File: src/rtl/mc_pkg.sv
// Shared definitions for the multicycle processor: opcodes, FSM states, field positions.
// Pure declarations; no timing or handshake behaviour.
package mc_pkg;

  localparam int OP_HI  = 31;
  localparam int OP_LO  = 25;
  localparam int RD_HI  = 24;
  localparam int RD_LO  = 22;
  localparam int RA_HI  = 21;
  localparam int RA_LO  = 19;
  localparam int RB_HI  = 18;
  localparam int RB_LO  = 16;
  localparam int IMM_HI = 15;
  localparam int IMM_LO = 0;

  localparam logic [6:0] OP_ADD  = 7'h00;
  localparam logic [6:0] OP_SUB  = 7'h01;
  localparam logic [6:0] OP_AND  = 7'h02;
  localparam logic [6:0] OP_OR   = 7'h03;
  localparam logic [6:0] OP_ADDI = 7'h04;
  localparam logic [6:0] OP_LD   = 7'h05;
  localparam logic [6:0] OP_ST   = 7'h06;
  localparam logic [6:0] OP_BEQ  = 7'h07;
  localparam logic [6:0] OP_BNE  = 7'h08;
  localparam logic [6:0] OP_BLT  = 7'h09;
  localparam logic [6:0] OP_JMP  = 7'h0A;
  localparam logic [6:0] OP_HALT = 7'h7F;

  typedef enum logic [1:0] {FETCH, EXEC, MEM, HALT} state_e;

  typedef enum logic [1:0] {ALU_ADD, ALU_SUB, ALU_AND, ALU_OR} alu_op_e;

endpackage

File: src/rtl/mc_alu.sv
// Combinational ALU producing result and {c,v,n,z}; zero latency, no handshake.
// SUB carry is the no-borrow flag (a >= b unsigned).
module mc_alu
  import mc_pkg::*;
#(
  parameter int DW = 16
) (
  input  alu_op_e         op,
  input  logic [DW-1:0]   a,
  input  logic [DW-1:0]   b,
  output logic [DW-1:0]   result,
  output logic            c,
  output logic            v,
  output logic            n,
  output logic            z
);

  logic [DW:0] sum;

  always_comb begin
    sum    = '0;
    result = '0;
    c      = 1'b0;
    v      = 1'b0;
    case (op)
      ALU_ADD: begin
        sum    = {1'b0, a} + {1'b0, b};
        result = sum[DW-1:0];
        c      = sum[DW];
        v      = (a[DW-1] == b[DW-1]) && (result[DW-1] != a[DW-1]);
      end
      ALU_SUB: begin
        sum    = {1'b0, a} + {1'b0, ~b} + {{DW{1'b0}}, 1'b1};
        result = sum[DW-1:0];
        c      = sum[DW];
        v      = (a[DW-1] != b[DW-1]) && (result[DW-1] != a[DW-1]);
      end
      ALU_AND: result = a & b;
      ALU_OR:  result = a | b;
      default: result = '0;
    endcase
    n = result[DW-1];
    z = (result == '0);
  end

endmodule

File: src/rtl/mc_processor.sv
// Multicycle FETCH/EXEC/MEM processor; ALU/branch take fetch wait + 2 cycles, LD/ST add the data wait.
// Fetch and data requests are held until ivalid/dvalid; there is no timeout.
module mc_processor
  import mc_pkg::*;
#(
  parameter int DW   = 16,
  parameter int NREG = 8
) (
  input  logic          clk,
  input  logic          reset,
  output logic [DW-1:0] pc,
  output logic          ireq,
  input  logic [31:0]   instr,
  input  logic          ivalid,
  output logic          dreq,
  output logic          memwrite,
  output logic [DW-1:0] alusrca,
  output logic [DW-1:0] alusrcb,
  input  logic [DW-1:0] memdout,
  input  logic          dvalid,
  output logic          halted,
  output logic [3:0]    flags
);

  localparam logic [2:0] IDX_MASK = 3'(NREG - 1);

  state_e        state_q, state_d;
  logic [DW-1:0] pc_q, pc_d;
  logic [31:0]   instr_q, instr_d;
  logic [3:0]    flags_q, flags_d;
  logic [DW-1:0] regs_q [8];
  logic [DW-1:0] regs_d [8];

  logic [6:0]    op;
  logic [2:0]    rd_i, ra_i, rb_i;
  logic [DW-1:0] imm_dw, ra_val, rb_val, alu_b, alu_res, pc_inc, pc_br;
  alu_op_e       alu_op;
  logic          alu_c, alu_v, alu_n, alu_z;
  logic          is_alu, taken;

  assign op     = instr_q[OP_HI:OP_LO];
  assign rd_i   = instr_q[RD_HI:RD_LO] & IDX_MASK;
  assign ra_i   = instr_q[RA_HI:RA_LO] & IDX_MASK;
  assign rb_i   = instr_q[RB_HI:RB_LO] & IDX_MASK;
  assign imm_dw = DW'($signed(instr_q[IMM_HI:IMM_LO]));
  // r0 is never written, so it reads back as its reset value of zero.
  assign ra_val = regs_q[ra_i];
  assign rb_val = regs_q[rb_i];
  assign pc_inc = pc_q + DW'(1);
  assign pc_br  = pc_inc + imm_dw;

  always_comb begin
    alu_op = ALU_ADD;
    alu_b  = imm_dw;
    is_alu = 1'b0;
    taken  = 1'b0;
    case (op)
      OP_ADD:  begin alu_b = rb_val; is_alu = 1'b1; end
      OP_SUB:  begin alu_op = ALU_SUB; alu_b = rb_val; is_alu = 1'b1; end
      OP_AND:  begin alu_op = ALU_AND; alu_b = rb_val; is_alu = 1'b1; end
      OP_OR:   begin alu_op = ALU_OR;  alu_b = rb_val; is_alu = 1'b1; end
      OP_ADDI: is_alu = 1'b1;
      OP_BEQ:  taken = flags_q[0];
      OP_BNE:  taken = !flags_q[0];
      OP_BLT:  taken = flags_q[1] ^ flags_q[2];
      OP_JMP:  taken = 1'b1;
      default: taken = 1'b0;
    endcase
  end

  mc_alu #(.DW(DW)) u_alu (
    .op     (alu_op),
    .a      (ra_val),
    .b      (alu_b),
    .result (alu_res),
    .c      (alu_c),
    .v      (alu_v),
    .n      (alu_n),
    .z      (alu_z)
  );

  always_comb begin
    state_d  = state_q;
    pc_d     = pc_q;
    instr_d  = instr_q;
    flags_d  = flags_q;
    regs_d   = regs_q;
    ireq     = 1'b0;
    dreq     = 1'b0;
    memwrite = 1'b0;
    halted   = 1'b0;
    case (state_q)
      FETCH: begin
        ireq = 1'b1;
        if (ivalid) begin
          instr_d = instr;
          state_d = EXEC;
        end
      end
      EXEC: begin
        state_d = FETCH;
        pc_d    = pc_inc;
        if (is_alu) begin
          if (rd_i != 3'd0) regs_d[rd_i] = alu_res;
          flags_d = {alu_c, alu_v, alu_n, alu_z};
        end else if (op == OP_LD || op == OP_ST) begin
          state_d = MEM;
          pc_d    = pc_q;
        end else if (op == OP_HALT) begin
          state_d = HALT;
          pc_d    = pc_q;
        end else if (taken) begin
          pc_d = pc_br;
        end
      end
      MEM: begin
        // Address and store data come straight from the ALU and register file,
        // which cannot change while the access is outstanding.
        dreq     = 1'b1;
        memwrite = (op == OP_ST);
        if (dvalid) begin
          if (op == OP_LD && rd_i != 3'd0) regs_d[rd_i] = memdout;
          pc_d    = pc_inc;
          state_d = FETCH;
        end
      end
      HALT:    halted = 1'b1;
      default: state_d = FETCH;
    endcase
  end

  always_ff @(posedge clk) begin
    if (!reset) begin
      state_q <= FETCH;
      pc_q    <= '0;
      instr_q <= '0;
      flags_q <= '0;
      for (int i = 0; i < 8; i++) regs_q[i] <= '0;
    end else begin
      state_q <= state_d;
      pc_q    <= pc_d;
      instr_q <= instr_d;
      flags_q <= flags_d;
      regs_q  <= regs_d;
    end
  end

  assign pc      = pc_q;
  assign flags   = flags_q;
  assign alusrca = alu_res;
  assign alusrcb = rb_val;

endmodule

File: config.mk
export PLATFORM = sky130hd
export DESIGN_NAME = mc_processor
export DESIGN_NICKNAME = d
export VERILOG_FILES = /design/src/rtl/mc_pkg.sv /design/src/rtl/mc_alu.sv /design/src/rtl/mc_processor.sv
export SDC_FILE = /design/constraint.sdc
export NUM_CORES = 1
export LEC_CHECK = 0
export CORE_ASPECT_RATIO = 1.75
export CORE_MARGIN = 1.5
export CORE_UTILIZATION = 30
export CTS_CLUSTER_SIZE = 10
export DETAILED_ROUTE_END_ITERATION = 10
export PLACE_DENSITY = 0.52
export SLEW_MARGIN = 20
export SYNTH_ARGS = -nofsm -noshare
export SYNTH_HDL_FRONTEND = slang
export SYNTH_SLANG_ARGS = --single-unit
File: constraint.sdc
create_clock -name clk -period 11.9 [get_ports clk]
set_clock_uncertainty 0.2 [all_clocks]
set_input_delay 1.19 -clock clk [delete_from_list [all_inputs] [get_ports clk]]
set_output_delay 1.19 -clock clk [all_outputs]
set_load 0.05 [all_outputs]
==> run summary <==
The flow ran to the end, and the final reports show no timing, DRC or antenna violations. Timing analysis after detailed placement gives a worst setup slack of 4.62 ns. For the number of antenna-violating nets in the routed design, the log shows 0. In the final routed layout, each cell accounts on average for 21.2 um. In this run, CTS created clock tree buffers numbering 17. For this run the aggregate overflow at the end of global routing stands at 0. Along the worst hold path, the cell count comes to 2.

Adding up every negative setup slack in the final design gives 0 ns. The largest driver fanout on the critical path was 23. CTS placed an instance of sky130_fd_sc_hd__clkbuf_16 at the clock tree root. In this run the deepest clock path goes through 2 buffers.

For this run, the number of Yosys warnings is 0. The path with the worst hold slack has its endpoint at regs_q[96]. TritonCTS built the clock tree.

Setup slack on the worst reg-to-reg path comes out at 6.10 ns. In this run the cell area measured after placement is 0.0139 mm2. The clock transition time at the flip-flop clock pins of the worst setup and hold paths was 0.07 ns.

The tools report the critical path startpoint category as a flip-flop. The routed design could run at a clock period as short as 7.83 ns. The met3 track utilization from global routing was 1.87%. For the CTS sink count, the log shows 182. By area the synthesized netlist is led by sky130_fd_sc_hd__dfxtp_1 (29%), sky130_fd_sc_hd__mux4_2 (12%), sky130_fd_sc_hd__ha_1 (7.0%).

The worst-case headroom to the max-slew limit came out at 25.1%. For this run, the detailed router's first-pass iteration total came to 7. The tools report the combined flip-flop and latch cell area as 0.00365 mm2.

Input and output buffers added on the ports amount to 107. The critical setup path kind was reg -> out. The share of the Yosys chip area taken by registers is 29.5%. Summing every instance area after synthesis gives 0.0124 mm2. The logs give 1150 uW for the internal cell power and 0 for the number of instances resized during post-cts repair. Global routing consumed, on the met2 layer, 39.4% of the routing resources. The first global-routing pass estimated 66,900 um of wire.

The worst register-to-register path ends at regs_q[111]. Detailed routing inserted a total of 11.4k vias. The startpoint identified for the worst register-to-register timing path is instr_q[19]. The die is 156 um wide. The arrival time at the worst endpoint was 6.44 ns; the placer congestion estimate was 0.942. Counting flops with a built-in enable in the synthesized netlist gives 0.

Number of failing hold endpoints at the final stage: 0. The element type at the critical path end is an output port. In the routed layout, each cell is associated on average with a via count of 5.42. The top cell types in the final layout, fill and taps aside, are sky130_fd_sc_hd__nor2_1 (190), sky130_fd_sc_hd__dfxtp_1 (180), sky130_fd_sc_hd__nand2_1 (164). The final setup violation count was 0; the share of synthesized flip-flops with an asynchronous set or reset was 0%. The min-delay analysis places its worst path in the category reg -> reg. The number of placed instances, taps included was 2,072.

In the final layout, the multi-input gates occupy 0.00805 mm2. For the pin with the worst max-slew slack, the measured transition is 1.09 ns. The standard-cell row count was 98. Post-synthesis to final-layout area growth: 17.6%. The run gives 0.128 GHz as the fmax.

Across the run, the number of max-cap violations was 0. Setup slack on the critical path of the routed design comes to 4.07 ns. The post-layout instance area was 0.0145 mm2; the number of DRC markers after the initial detailed-route iteration was 785. Net switching is 37.3% of the power. The final critical path takes up 65.8% of the cycle. In this run, post-CTS hold repair placed 0 buffers. In this run the standard cell core region covers 0.0407 mm2. At the later pin of the worst-skew pair, clock insertion delay measures 0.45 ns.

The net switching power of the design is 682 uW. The cell type with the highest aggregate area in the netlist was sky130_fd_sc_hd__dfxtp_1. The filler cells instantiated in the layout total 4,244. The run gives 11.2k as the via count of the first global-routing pass. The final count of pins violating max slew is 0, and the post-synthesis average cell area is 8.28 um2. The portion of total power attributed to combinational logic was 31.3%; the power density over the cells was 126 mW/mm2. The routed design has 44,700 um of wire. The most heavily used metal layer in global routing is met2.

The total routing usage reported by global routing was 21.1%. In this run the static leakage power is 0.00556 uW. The number of distinct library cells after synthesis was 73. The ratio of cells with drive above 1 in the final layout was 10.8%; the initial antenna violation count was 1. The startpoint identified for the worst hold timing path is regs_q[96].

When the netlist entered floorplanning its net count stood at 1,618. The H-tree generated during clock tree synthesis spans 4 levels. The initial utilization of the core area, before any placement, comes to 30.4%. For this run, the number of standard cells in the final layout without fillers is 2,105.

The share of synthesized area in the top cell type comes to 29.5%. The number of top-level pins is 108. Synthesis handed over a netlist of 1,494 instances. After layout, the design draws a total of 1830 uW. For this run, the leading register cell type out of synthesis is sky130_fd_sc_hd__dfxtp_1.

The sequential power share is 35.5%. The floorplan step defined a die boundary enclosing 0.0425 mm2. The run gives 0 as the DRC violation count after routing. Synthesis inferred 182 register bits. The total number of nets in the final design is 1,665.

The worst register-to-register path has a depth of 13. From bottom edge to top edge, the die measures 272 um. The share of total power in the clock network is 33.2%, and the post-CTS setup buffer count is 0. Detailed placement ended at an HPWL of 33,000 um. For the worst setup path, the data required time is 10.51 ns. Entering global routing, the biggest net connects 73 pins. In the global route stage, met1 resource usage came out at 23.0%. IR analysis of the VDD net gives a maximum drop of 0.103 mV. The most frequent standard cell in the layout excluding fill and tap cells is sky130_fd_sc_hd__nor2_1. Setup repair after global routing left no endpoint under its margin.
-- flip-flops by register name, summed over array words and instances (netlist names) --
register / flops
flags: 4
instr_q: 32
regs_q: 128
pc: 16
state_q: 2
-- logic make-up (layout without fill, tap and decap cells) --
logic type               count (synthesis)  count (layout)  synth area share, %
adder cells (fa/ha/maj)                 72              72                 7.47
buffers and inverters                  184             244                 5.71
multiplexers                           113             113                 15.8
XOR/XNOR                                30              30                 2.13
AO/OA/AOI/OAI                          376             376                 20.0
other                                    0               1                    0
flip-flops                             182             182                 29.5
AND/OR/NAND/NOR                        537             537                 19.4
-- synth_stat cells (29+ instances only) --
| cell type | instances |
|---|---|
| sky130_fd_sc_hd__nor2_1 | 196 |
| sky130_fd_sc_hd__dfxtp_1 | 182 |
| sky130_fd_sc_hd__nand2_1 | 164 |
| sky130_fd_sc_hd__a21oi_1 | 123 |
| sky130_fd_sc_hd__clkbuf_1 | 83 |
| sky130_fd_sc_hd__inv_1 | 81 |
| sky130_fd_sc_hd__ha_1 | 69 |
| sky130_fd_sc_hd__mux4_2 | 64 |
| sky130_fd_sc_hd__a211oi_1 | 47 |
| sky130_fd_sc_hd__o21ai_0 | 45 |
| sky130_fd_sc_hd__nor3_1 | 40 |
| sky130_fd_sc_hd__mux2i_1 | 29 |
-- critical path: stages (launching register included) --
cell	delay [ns]
sky130_fd_sc_hd__dfxtp_2	0.57
sky130_fd_sc_hd__buf_4	0.50
sky130_fd_sc_hd__mux4_2	0.56
sky130_fd_sc_hd__mux2_2	0.31
sky130_fd_sc_hd__ha_1	0.45
sky130_fd_sc_hd__o21ai_0	0.24
sky130_fd_sc_hd__a211o_1	0.33
sky130_fd_sc_hd__o21ai_0	0.40
sky130_fd_sc_hd__a21oi_1	0.22
sky130_fd_sc_hd__o311ai_1	0.44
sky130_fd_sc_hd__a211oi_1	0.15
sky130_fd_sc_hd__a311oi_1	0.49
sky130_fd_sc_hd__o21ai_1	0.28
sky130_fd_sc_hd__inv_1	0.18
sky130_fd_sc_hd__clkdlybuf4s50_1	0.83
-- worst max-delay path by stage --
| stage | startpoint | to | slack [ns] |
|---|---|---|---|
| 6_report | instr_q[19] | alusrca[14] | 4.07 |
| 5_1_grt | instr_q[19] | alusrca[14] | 3.62 |
| 4_1_cts | instr_q[19] | alusrca[14] | 4.11 |
| 3_5_place_dp | instr_q[19] | alusrca[14] | 4.62 |
| 3_3_place_gp | instr_q[19] | alusrca[14] | 4.74 |
| 2_1_floorplan | instr_q[31] | alusrca[14] | 5.77 |
-- area by class of cell --
type	instances	share of cell area (%)
multi-input cells	1128	55.4
well taps	550	4.73
clock buffers	21	3.24
flip-flops and latches	182	25.1
inverters	83	2.16
clock inverters	11	0.938
repair buffers	129	8.47
diodes	1	0.0172
-- per-layer routing --
| layer | part of all wire, % | up-vias | routed length [um] |
|---|---|---|---|
| met1 | 38 | 5545 | 16800 |
| met2 | 53 | 346 | 23700 |
| met5 | 0 | - | 0 |
| met3 | 3.9 | 89 | 1760 |
| li1 | - | 5433 | - |
| met4 | 5.2 | 0 | 2330 |
-- stage by stage --
step	hold WS (ns)	util (%)
5_1_grt	0.292	35.7
3_5_place_dp	0.261	34.2
6_report	0.272	35.7
3_3_place_gp	0.255	34.2
2_1_floorplan	0.243	-
4_1_cts	0.271	35.7
-- power by group through the flow --
stage	sequential [uW]	clock, uW	combinational, uW
CTS	650	618	573
detailed placement	664	0	570
finish	650	607	573
floorplan	669	0	371
global placement	663	0	567
global route	651	641	615
Power figures use the tool's default switching activity.
